## src/rtl/lzc_normalizer.sv

```systemverilog
// Two-stage mantissa normalizer: shifts out leading positions limited by the exponent,
// with valid/ready flow control on both sides and a saturating underflow counter.
module lzc_normalizer #(
    parameter int MANT_W = 6,
    parameter int CNT_W  = 3,
    parameter int EXP_W  = 8
) (
    input  logic              clk,
    input  logic              rst_n,
    input  logic              in_valid,
    output logic              in_ready,
    input  logic [MANT_W-1:0] in_mant,
    input  logic [CNT_W-1:0]  in_cnt,
    input  logic [EXP_W-1:0]  in_exp,
    output logic              out_valid,
    input  logic              out_ready,
    output logic [MANT_W-1:0] out_mant,
    output logic [EXP_W-1:0]  out_exp,
    output logic              out_zero,
    output logic              out_uflow,
    output logic [7:0]        uflow_cnt
);

    localparam int SH_W  = $clog2(MANT_W + 1);
    localparam int MAX_A = (CNT_W > EXP_W) ? CNT_W : EXP_W;
    localparam int CMP_W = (MAX_A > SH_W) ? MAX_A : SH_W;

    // Returns {uflow, sh}: sh = min(cnt, MANT_W, exp); uflow when the exponent is the binding limit.
    function automatic logic [SH_W:0] clamp_shift(input logic [CNT_W-1:0] cnt,
                                                   input logic [EXP_W-1:0] e_in);
        logic [CMP_W-1:0] c;
        logic [CMP_W-1:0] e;
        logic [CMP_W-1:0] lim;
        logic [CMP_W-1:0] cc;
        logic [CMP_W-1:0] s;
        logic             uf;
        c   = CMP_W'(cnt);
        e   = CMP_W'(e_in);
        lim = CMP_W'(MANT_W);
        cc  = (c > lim) ? lim : c;
        uf  = (cc > e);
        s   = uf ? e : cc;
        return {uf, SH_W'(s)};
    endfunction

    function automatic logic [7:0] sat_inc(input logic [7:0] v);
        return (v == 8'hFF) ? v : v + 8'd1;
    endfunction

    logic              vld_p1;
    logic [MANT_W-1:0] mant_p1;
    logic [EXP_W-1:0]  exp_p1;
    logic [SH_W-1:0]   sh_p1;
    logic              uflow_p1;

    logic              vld_p2;
    logic [MANT_W-1:0] mant_p2;
    logic [EXP_W-1:0]  exp_p2;
    logic              zero_p2;
    logic              uflow_p2;
    logic [7:0]        ucnt_q;

    logic              adv_p1;
    logic              adv_p2;
    logic [SH_W:0]     clamp_p0;
    logic [MANT_W-1:0] shifted_p1;

    assign adv_p2     = !vld_p2 || out_ready;
    assign adv_p1     = !vld_p1 || adv_p2;
    assign in_ready   = adv_p1;
    assign clamp_p0   = clamp_shift(in_cnt, in_exp);
    assign shifted_p1 = mant_p1 << sh_p1;

    // Stage 1: register clamped shift amount and underflow flag
    always_ff @(posedge clk or negedge rst_n) begin
        if (!rst_n) begin
            vld_p1 <= 1'b0;
        end else if (adv_p1) begin
            vld_p1 <= in_valid;
        end
    end

    always_ff @(posedge clk) begin
        if (in_valid && adv_p1) begin
            mant_p1  <= in_mant;
            exp_p1   <= in_exp;
            sh_p1    <= clamp_p0[SH_W-1:0];
            uflow_p1 <= clamp_p0[SH_W];
        end
    end

    // Stage 2: register shifted mantissa and adjusted exponent
    always_ff @(posedge clk or negedge rst_n) begin
        if (!rst_n) begin
            vld_p2   <= 1'b0;
            mant_p2  <= '0;
            exp_p2   <= '0;
            zero_p2  <= 1'b0;
            uflow_p2 <= 1'b0;
        end else if (adv_p2) begin
            vld_p2 <= vld_p1;
            if (vld_p1) begin
                mant_p2  <= shifted_p1;
                exp_p2   <= exp_p1 - EXP_W'(sh_p1);
                zero_p2  <= (shifted_p1 == '0);
                uflow_p2 <= uflow_p1;
            end
        end
    end

    always_ff @(posedge clk or negedge rst_n) begin
        if (!rst_n) begin
            ucnt_q <= 8'd0;
        end else if (vld_p2 && out_ready && uflow_p2) begin
            ucnt_q <= sat_inc(ucnt_q);
        end
    end

    assign out_valid = vld_p2;
    assign out_mant  = mant_p2;
    assign out_exp   = exp_p2;
    assign out_zero  = zero_p2;
    assign out_uflow = uflow_p2;
    assign uflow_cnt = ucnt_q;

endmodule

```

## config.mk

```make
export PLATFORM = sky130hd
export DESIGN_NAME = lzc_normalizer
export DESIGN_NICKNAME = d
export VERILOG_FILES = /design/src/rtl/lzc_normalizer.sv
export SDC_FILE = /design/constraint.sdc
export NUM_CORES = 1
export LEC_CHECK = 0
export CAP_MARGIN = 20
export CORE_MARGIN = 2
export CORE_UTILIZATION = 50
export CTS_BUF_LIST = sky130_fd_sc_hd__clkbuf_8
export DETAILED_ROUTE_END_ITERATION = 6
export PLACE_DENSITY = 0.91
export SYNTH_ARGS = -nofsm -noshare
export SYNTH_HDL_FRONTEND = slang
export SYNTH_SLANG_ARGS = --single-unit
```

## constraint.sdc

```tcl
create_clock -name clk -period 4.5 [get_ports clk]
set_clock_uncertainty 0.2 [all_clocks]
set_input_delay 0.45 -clock clk [delete_from_list [all_inputs] [get_ports clk]]
set_output_delay 0.45 -clock clk [all_outputs]
set_load 0.05 [all_outputs]
```

==> impl_metrics.tcl, run 1 <==
set metrics [dict create \
    areaGrowthSynthToFinish_pct 30.2 \
    path_cells "clkdlybuf4s50_1 -> nand3b_1 -> clkdlybuf4s50_1" \
    ys_types 37 \
    drtPass1Iterations 4 \
    die_area_um2 4630 \
    grt_pass1_wl_mm 6.15 \
    syn_area_um2 2050 \
    power_density_nw_per_um2 447 \
    ctsRootBufferMaster "clkbuf_8" \
    synth_cells 174 \
    place_hpwl_mm 2.86 \
    synth_nets 203 \
    row_count 23 \
    cts_max_level 2 \
    place_ws_ps 1750 \
    clock.fmax_mhz 387 \
    finalWirelength_mm 3.63 \
    regArea_um2 1190 \
    die_w_um 68.1 \
    cts_made_buffers 5 \
    via_per_inst 5.28 \
    core_um2 3970 \
    gr-total-overflow 0 \
    yosys.area_share.xor_xnor 0.0555 \
    synthAdderAreaFrac 0.0524 \
    worst_slew_pin_slew_ps 799 \
    setup_violations 0 \
    synthFlopType "dfrtp_1" \
    cap_violations 0 \
    syn_avg_cell_area_um2 11.8 \
    floorplan.initialDensity 0.517 \
    grt_pass1_vias 1407 \
    ant_nets 0 \
    critPathLaunchType "primary input" \
    multi_input_area_um2 800 \
    relSlewSlack 0.466 \
    clk_path_buf_depth 2 \
    yosys.area_share.simple 0.137 \
    io_pins 47 \
    tns_ps 0 \
    synth_top_family_by_area "simple AND/OR/NAND/NOR gates" \
    clk_latency_ps 290 \
    fin_ws_ps 1910 \
    synth_seq_cells 44 \
    portBuffers 46 \
    max_stage_delay_ps 820 \
    ctsResizeCount 0 \
    maxSlewViolCount 0 \
    cts_num_sinks 44 \
    yosysSeqAreaShare 0.580 \
    gp_congestion 0.794 \
    period_share 0.575 \
    p_leak_nw 1.09 \
    yosysWarnings 0 \
    yosys-mux-area-fraction 0.0579 \
    cts_tree "built" \
    status "completed" \
    arrival_ps 1940 \
    cp_max_fo 3 \
    fin_crit_ps 2590 \
    clkSlewWorstSetupHoldPaths_ps 70 \
    diodes 0 \
    cts_hold_buf 0 \
    synth_compound_area_frac 0.0872 \
    antenna_found_initial 0 \
    hp-class "reg2reg" \
    drive_gt1_frac 0.0714 \
    synth_edf_count 18 \
    peakVddDrop_mv 0.198 \
    vias 1448 \
    crit_path_end_kind "primary output" \
    fillers 332 \
    drc_errors 0 \
    die_h_um 68.1 \
    setup.reg_to_reg.worst_slack_ps 2160 \
    crit_required_ps 3850 \
    synthArstFlopShare 0.591 \
    path_class "in2out" \
    grt_setup_unrepaired "false" \
    wl_per_cell_um 13.2 \
    cpMostUsedCell "clkdlybuf4s50_1" \
    final-hold-violation-count 0 \
    grt_usage 0.185 \
    fin_nets 252 \
    drt_iter0_drc 37 \
    grt_max_degree 29 \
    cts_setup_buffers 0 \
    worst_path_max_delay_cell "clkdlybuf4s50_1" \
]
-- metal layers --
layer | wire length [µm] | vias to the layer above | track usage
met5 | 0 | - | 0
met1 | 1530 | 679 | 0.218
met4 | 62 | 0 | 0.0975
li1 | - | 713 | -
met3 | 181 | 6 | 0.0444
met2 | 1860 | 50 | 0.311
-- stage by stage --
| stage | cells | utilization | total power, mW | hold WS [ps] | instance area [µm²] |
|---|---|---|---|---|---|
| 3_5_place_dp | 266 | 0.650 | 0.962 | 269 | 2580 |
| 5_1_grt | 274 | 0.673 | 1.26 | 319 | 2670 |
| 4_1_cts | 274 | 0.673 | 1.21 | 286 | 2670 |
| 3_3_place_gp | 265 | 0.643 | 0.946 | 260 | 2550 |
| 2_1_floorplan | 174 | - | 0.805 | -45.6 | 2050 |
| 6_report | 274 | 0.673 | 1.19 | 277 | 2670 |
-- critical path, delay by kind of cell --
family,cells,cell delay [ps]
simple gates,1,170
buf+inv,2,1310
-- cell type report --
| cell class | count | share of cell area |
|---|---|---|
| Tap cell | 50 | 0.0234 |
| Multi-Input combinational cell | 114 | 0.299 |
| Clock inverter | 2 | 0.00281 |
| Clock buffer | 6 | 0.0309 |
| Timing Repair Buffer | 47 | 0.183 |
| Inverter | 11 | 0.0154 |
| Sequential cell | 44 | 0.446 |
-- kinds of logic after synthesis --
kind of cell / Yosys count
AOI/OAI and AO/OA: 31
adders and majority gates: 8
muxes: 10
xor gates and xnor gates: 13
buffers and inverters: 16
and+or+nand+nor: 52
DFF: 44
-- final timing paths --
check / start / end / depth (start not counted)
min in group asynchronous: rst_n / uflow_cnt[5]$_DFFE_PN0P_ / 1
max in group asynchronous: rst_n / out_mant[5]$_DFFE_PN0P_ / 2
worst max-delay path: out_ready / in_ready / 3
worst min-delay path: out_exp[0]$_DFFE_PN0P_ / out_exp[0]$_DFFE_PN0P_ / 2
worst max register to register: sh_p1[1]$_DFFE_PP_ / out_exp[5]$_DFFE_PN0P_ / 7
worst min register to register: out_exp[0]$_DFFE_PN0P_ / out_exp[0]$_DFFE_PN0P_ / 2
-- flip-flops by register name, summed over array words and instances, names as in the netlist, 3 cells and up --
register,count
out_exp,8
uflow_cnt,8
mant_p1,6
sh_p1,3
exp_p1,8
out_mant,6
-- layout by cell type, fill, tap and decap left out, types with 2 or more instances in the layout --
cell | synthesis | routed
inv_1 | 11 | 13
ha_1 | 7 | 7
clkbuf_8 | 0 | 6
a21oi_1 | 4 | 4
a22o_1 | 3 | 3
dfrtp_1 | 26 | 26
xnor2_1 | 8 | 8
xor2_1 | 5 | 5
clkdlybuf4s50_1 | 0 | 46
nor2b_1 | 2 | 2
mux2i_1 | 4 | 4
nand2_1 | 18 | 18
nand4_1 | 2 | 2
nor2_1 | 7 | 7
edfxtp_1 | 18 | 18
nand3b_1 | 2 | 2
a31oi_1 | 2 | 2
nand2b_1 | 3 | 3
nand3_1 | 6 | 6
o21ai_0 | 18 | 18
nor4_1 | 3 | 3
mux2_2 | 5 | 5
-- synth_stat cells, drive strengths merged (5+ instances only) --
cell	n	area share
dfrtp	26	0.32
edfxtp	18	0.26
nand2	18	0.033
o21ai	18	0.044
inv	11	0.020
xnor2	8	0.034
ha	7	0.043
nor2	7	0.013
nand3	6	0.015
mux2	5	0.027
xor2	5	0.021
-- where the power goes --
part / internal [mW] / total [mW] / switching (mW)
logic: 0.154 / 0.413 / 0.259
registers: 0.480 / 0.537 / 0.0575
clock network: 0.121 / 0.244 / 0.123
total: 0.754 / 1.19 / 0.440
No activity file was read; power rests on OpenSTA's default activity.
==> run 2: changes to the inputs <==
==> constraint.sdc (replaced) <==
create_clock -name clk -period 2.5 [get_ports clk]
set_clock_uncertainty 0.2 [all_clocks]
set_input_delay 0.25 -clock clk [delete_from_list [all_inputs] [get_ports clk]]
set_output_delay 0.25 -clock clk [all_outputs]
set_load 0.05 [all_outputs]
==> run 2 against run 1 <==
  * Clock power up 110%
  * Sequential cell count unchanged
  * Largest power group unchanged
  * Non-clock buffer count up 5
  * Die area unchanged
  * Count of clock-buffer cells in the layout down 1
  * Highest routed layer unchanged
  * Critical endpoint is now sh_p1[1]$_DFFE_PP_
  * Largest cell class unchanged
  * Setup slack worse by 1500 ps
  * Via count up 0.76%
  * Hold slack worse by 160 ps
==> impl_metrics.tcl, run 2 (synthesized netlist as in run 1, its figures left out) <==
set metrics [dict create \
    clk_path_buf_depth 2 \
    swShare 0.360 \
    row_count 23 \
    final_common_cell "clkdlybuf4s50_1" \
    diodes 0 \
    maxSlewViolCount 0 \
    setup_violations 0 \
    hp-class "in2async" \
    place_ws_ps 46.8 \
    ant_nets 0 \
    fin_crit_ps 2130 \
    gr-total-overflow 0 \
    sequentialPowerShare 0.429 \
    final-hold-violation-count 0 \
    relSlewSlack 0.640 \
    grt_pass1_vias 1464 \
    cp_max_fo 3 \
    crit_path_end_kind "flop" \
    die_h_um 68.1 \
    clkSlewWorstSetupHoldPaths_ps 80 \
    finalWirelength_mm 3.79 \
    die_area_um2 4630 \
    via_per_inst 5.23 \
    startpoint "in_exp[1]" \
    place_hpwl_mm 2.95 \
    worst_slew_pin_slew_ps 537 \
    core_um2 3970 \
    clock.fmax_mhz 469 \
    mostFrequentLayoutCells "clkdlybuf4s50_1 (45), dfrtp_1 (26), nand2_1 (18), o21ai_0 (18), edfxtp_1 (18)" \
    areaGrowthSynthToFinish_pct 31.8 \
    placed_cell_area_um2 2600 \
    setup.reg_to_reg.worst_slack_ps 450 \
    finalPower_mw 2.24 \
    grt_pass1_wl_mm 6.38 \
    p_int_mw 1.43 \
    p_leak_nw 1.11 \
    ctsResizeCount 0 \
    combPwrFrac 0.337 \
    reg2reg_to "out_exp[5]$_DFFE_PN0P_" \
    gp_congestion 0.814 \
    regArea_um2 1190 \
    ctsRootBufferMaster "clkbuf_8" \
    timing.rr.start "sh_p1[1]$_DFFE_PP_" \
    crit_required_ps 2350 \
    cap_violations 0 \
    drt_iter0_drc 71 \
    p_switching_uw 805 \
    io_pins 47 \
    critPathLaunchType "primary input" \
    path_class "in2reg" \
    drtPass1Iterations 4 \
    antenna_found_initial 0 \
    pwr-share-clk 0.233 \
    vias 1459 \
    cts_num_sinks 44 \
    cts_setup_buffers 0 \
    drc_errors 0 \
    tns_ps 0 \
    portBuffers 46 \
    multi_input_area_um2 800 \
    fin_ws_ps 367 \
    fin_nets 257 \
    peakVddDrop_mv 0.404 \
    cts_max_level 2 \
    arrival_ps 1980 \
    grt_setup_unrepaired "false" \
    final_cell_area_um2 2710 \
    clk_latency_ps 300 \
    drive_gt1_frac 0.100 \
    floorplan.initialDensity 0.517 \
    power_density_nw_per_um2 828 \
    cts_made_buffers 5 \
    reg2reg_depth 7 \
    status "completed" \
    period_share 0.853 \
    grt_usage 0.192 \
    die_w_um 68.1 \
    grt_max_degree 27 \
    fillers 312 \
    cts_hold_buf 0 \
    cts_tree "built" \
    wl_per_cell_um 13.6 \
]
==> run 2: how the worst max path moves through the flow <==
stage	slack [ps]	cells past startpoint	end
after global placement	120	7	sh_p1[1]$_DFFE_PP_
after CTS	380	7	sh_p1[1]$_DFFE_PP_
after detailed placement	50	7	sh_p1[2]$_DFFE_PP_
after floorplan	230	2	exp_p1[0]$_DFFE_PP_
final	370	7	sh_p1[1]$_DFFE_PP_
after global routing	260	7	out_exp[5]$_DFFE_PN0P_
==> run 2: area by class of cell <==
class | instances | share of cell area
multi-input cells | 114 | 0.296
clock buffers | 5 | 0.0254
inverters | 11 | 0.0153
clock inverters | 3 | 0.0143
flip-flops and latches | 44 | 0.440
well taps | 50 | 0.0231
repair buffers | 52 | 0.186
==> run 2: per-stage QoR <==
step,util,std cells,hold WS [ps]
after floorplan,-,174,-246
after global placement,0.654,271,262
final,0.681,279,117
after detailed placement,0.654,271,272
after CTS,0.681,279,119
after global routing,0.681,279,132
==> run 2: per-layer routing <==
metal | up-vias | GRT usage | wire length [µm]
met5 | - | 0 | 0
li1 | 725 | - | -
met2 | 39 | 0.337 | 1930
met3 | 6 | 0.0707 | 226
met1 | 689 | 0.210 | 1580
met4 | 0 | 0.0775 | 58
==> run 2: worst max-delay path: stages <==
cell and delay (ps):
clkdlybuf4s50_1 490, inv_1 60, ha_1 290, a21o_1 110
a21oi_1 100, nor4_4 320, mux2_2 360
==> run 2: power groups by stage <==
stage	Combinational, mW	Sequential, mW	Clock, mW
3_3_place_gp	0.739	0.971	0
4_1_cts	0.763	0.962	0.537
3_5_place_dp	0.761	0.979	0
2_1_floorplan	0.188	1.26	0
6_report	0.756	0.962	0.522
5_1_grt	0.808	0.977	0.571
==> run 3: changes to the inputs <==
--- a/config.mk
+++ b/config.mk
@@ -9,8 +9,11 @@
 export CORE_MARGIN = 2
 export CORE_UTILIZATION = 50
 export CTS_BUF_LIST = sky130_fd_sc_hd__clkbuf_8
+export CTS_CLUSTER_DIAMETER = 60
 export DETAILED_ROUTE_END_ITERATION = 6
-export PLACE_DENSITY = 0.91
+export DONT_BUFFER_PORTS = 1
+export PLACE_DENSITY = 0.76
+export RECOVER_POWER = 50
 export SYNTH_ARGS = -nofsm -noshare
 export SYNTH_HDL_FRONTEND = slang
 export SYNTH_SLANG_ARGS = --single-unit
==> run 3 against run 2 <==
  * Total power is 5.8% lower
  * Count of clock-buffer cells in the layout unchanged
  * Fmax down 3.7%
  * Hold slack got worse by 110 ps
  * Combinational power decreased by 45%
  * Die area unchanged
  * Final cell count is 7.9% lower
  * Sequential cell count stayed put
  * Critical endpoint is now out_exp[5]$_DFFE_PN0P_
  * Largest cell class unchanged
  * Highest routed layer unchanged
==> impl_metrics.tcl, run 3 (synthesized netlist as in run 1, its figures left out) <==
set metrics [dict create \
    status "completed" \
    clkSlewWorstSetupHoldPaths_ps 80 \
    drt_iter0_drc 54 \
    cts_setup_buffers 0 \
    grt_usage 0.202 \
    arrival_ps 2170 \
    clk_latency_ps 290 \
    drtPass1Iterations 4 \
    setup_violations 0 \
    fin_nets 235 \
    ant_nets 0 \
    grt_setup_unrepaired "false" \
    areaGrowthSynthToFinish_pct 19.1 \
    p_leak_nw 1.01 \
    grt_pass1_vias 1478 \
    relSlewSlack 0.121 \
    period_share 0.886 \
    clk_path_buf_depth 2 \
    peakVddDrop_mv 0.454 \
    drive_gt1_frac 0.0918 \
    cp_max_fo 5 \
    finalWirelength_mm 4.04 \
    clock.fmax_mhz 451 \
    hp-class "in2reg" \
    drc_errors 0 \
    floorplan.initialDensity 0.517 \
    worst_slew_pin_slew_ps 1320 \
    critPathLaunchType "flop" \
    crit_required_ps 2460 \
    gr-total-overflow 0 \
    finalPower_mw 2.11 \
    final_cell_area_um2 2440 \
    portBuffers 0 \
    maxSlewViolCount 0 \
    cts_tree "built" \
    via_per_inst 5.50 \
    cap_violations 0 \
    die_h_um 68.1 \
    core_um2 3970 \
    gp_congestion 0.806 \
    final_common_cell "dfrtp_1" \
    grt_max_degree 29 \
    mostFrequentLayoutCells "dfrtp_1 (26), dlygate4sd3_1 (19), nand2_1 (18), o21ai_0 (18), edfxtp_1 (18)" \
    antenna_found_initial 0 \
    die_area_um2 4630 \
    tns_ps 0 \
    fin_crit_ps 2220 \
    grt_pass1_wl_mm 6.69 \
    placed_cell_area_um2 2170 \
    die_w_um 68.1 \
    io_pins 47 \
    path_class "reg2reg" \
    cts_num_sinks 44 \
    row_count 23 \
    diodes 0 \
    wl_per_cell_um 15.7 \
    cts_made_buffers 5 \
    ctsRootBufferMaster "clkbuf_8" \
    vias 1414 \
    power_density_nw_per_um2 863 \
    final-hold-violation-count 0 \
    crit_path_end_kind "flop" \
    place_hpwl_mm 2.84 \
    cts_max_level 2 \
]
-- run 3: cell count changes in the layout (fill, tap and decap cells not counted) --
cell             delta
buf_4               -4
clkbuf_1            +8
dlygate4sd3_1      +19
clkdlybuf4s50_1    -45
-- run 3: area by class of cell --
class / count / area [µm²]
clock buffers: 5 / 68.8
clock inverters: 3 / 38.8
fillers: 328 / 1530
inverters: 11 / 41.3
multi-input cells: 114 / 800
flip-flops and latches: 44 / 1190
well taps: 50 / 62.6
repair buffers: 30 / 243
-- run 3: per-stage QoR --
stage,util,instances,hold slack [ps],setup slack [ps]
global route,0.616,257,25.4,103
finish,0.616,257,10.7,284
global placement,0.546,229,-245,512
detailed placement,0.546,229,-245,316
CTS,0.626,257,7.47,298
floorplan,-,174,-246,231
-- run 3: final timing paths --
| kind | start | cells past startpoint | end | slack (ps) |
|---|---|---|---|---|
| worst max-delay path | sh_p1[1]$_DFFE_PP_ | 7 | out_exp[5]$_DFFE_PN0P_ | 280 |
| worst max register to register | sh_p1[1]$_DFFE_PP_ | 7 | out_exp[5]$_DFFE_PN0P_ | 280 |
| worst min-delay path | in_exp[0] | 2 | sh_p1[0]$_DFFE_PP_ | 10 |
| min in group asynchronous | rst_n | 2 | uflow_cnt[3]$_DFFE_PN0P_ | 580 |
| max in group asynchronous | rst_n | 2 | out_uflow$_DFFE_PN0P_ | 750 |
| worst min register to register | uflow_p1$_DFFE_PP_ | 1 | out_uflow$_DFFE_PN0P_ | 280 |
-- run 3: per-layer routing --
layer  track usage  routed length (µm)  up-vias
met1         0.214                1510      671
met2         0.357                2110       54
li1              -                   -      676
met3        0.0724                 300       13
met4        0.0925                 125        0
met5             0                   0        -
-- run 3: critical path, stage by stage, from the launching register on --
cell and delay, ps:
edfxtp_1 420, inv_1 140, ha_1 240, nor2b_1 120
o21ai_0 260, nor4b_1 430, xnor2_1 180, o21ai_0 90
-- run 3: power breakdown --
| group | internal (mW) | leakage (nW) | switching [mW] |
|---|---|---|---|
| combinational | 0.148 | 0.449 | 0.271 |
| sequential | 0.859 | 0.501 | 0.300 |
| clock | 0.293 | 0.0593 | 0.239 |
| total | 1.30 | 1.01 | 0.810 |
-- run 3: what timing repair did --
| action | in CTS | in global routing |
|---|---|---|
| resized for setup | 0 | 0 |
| hold endpoints to repair | 45 | 0 |
| hold buffers | 20 | 0 |
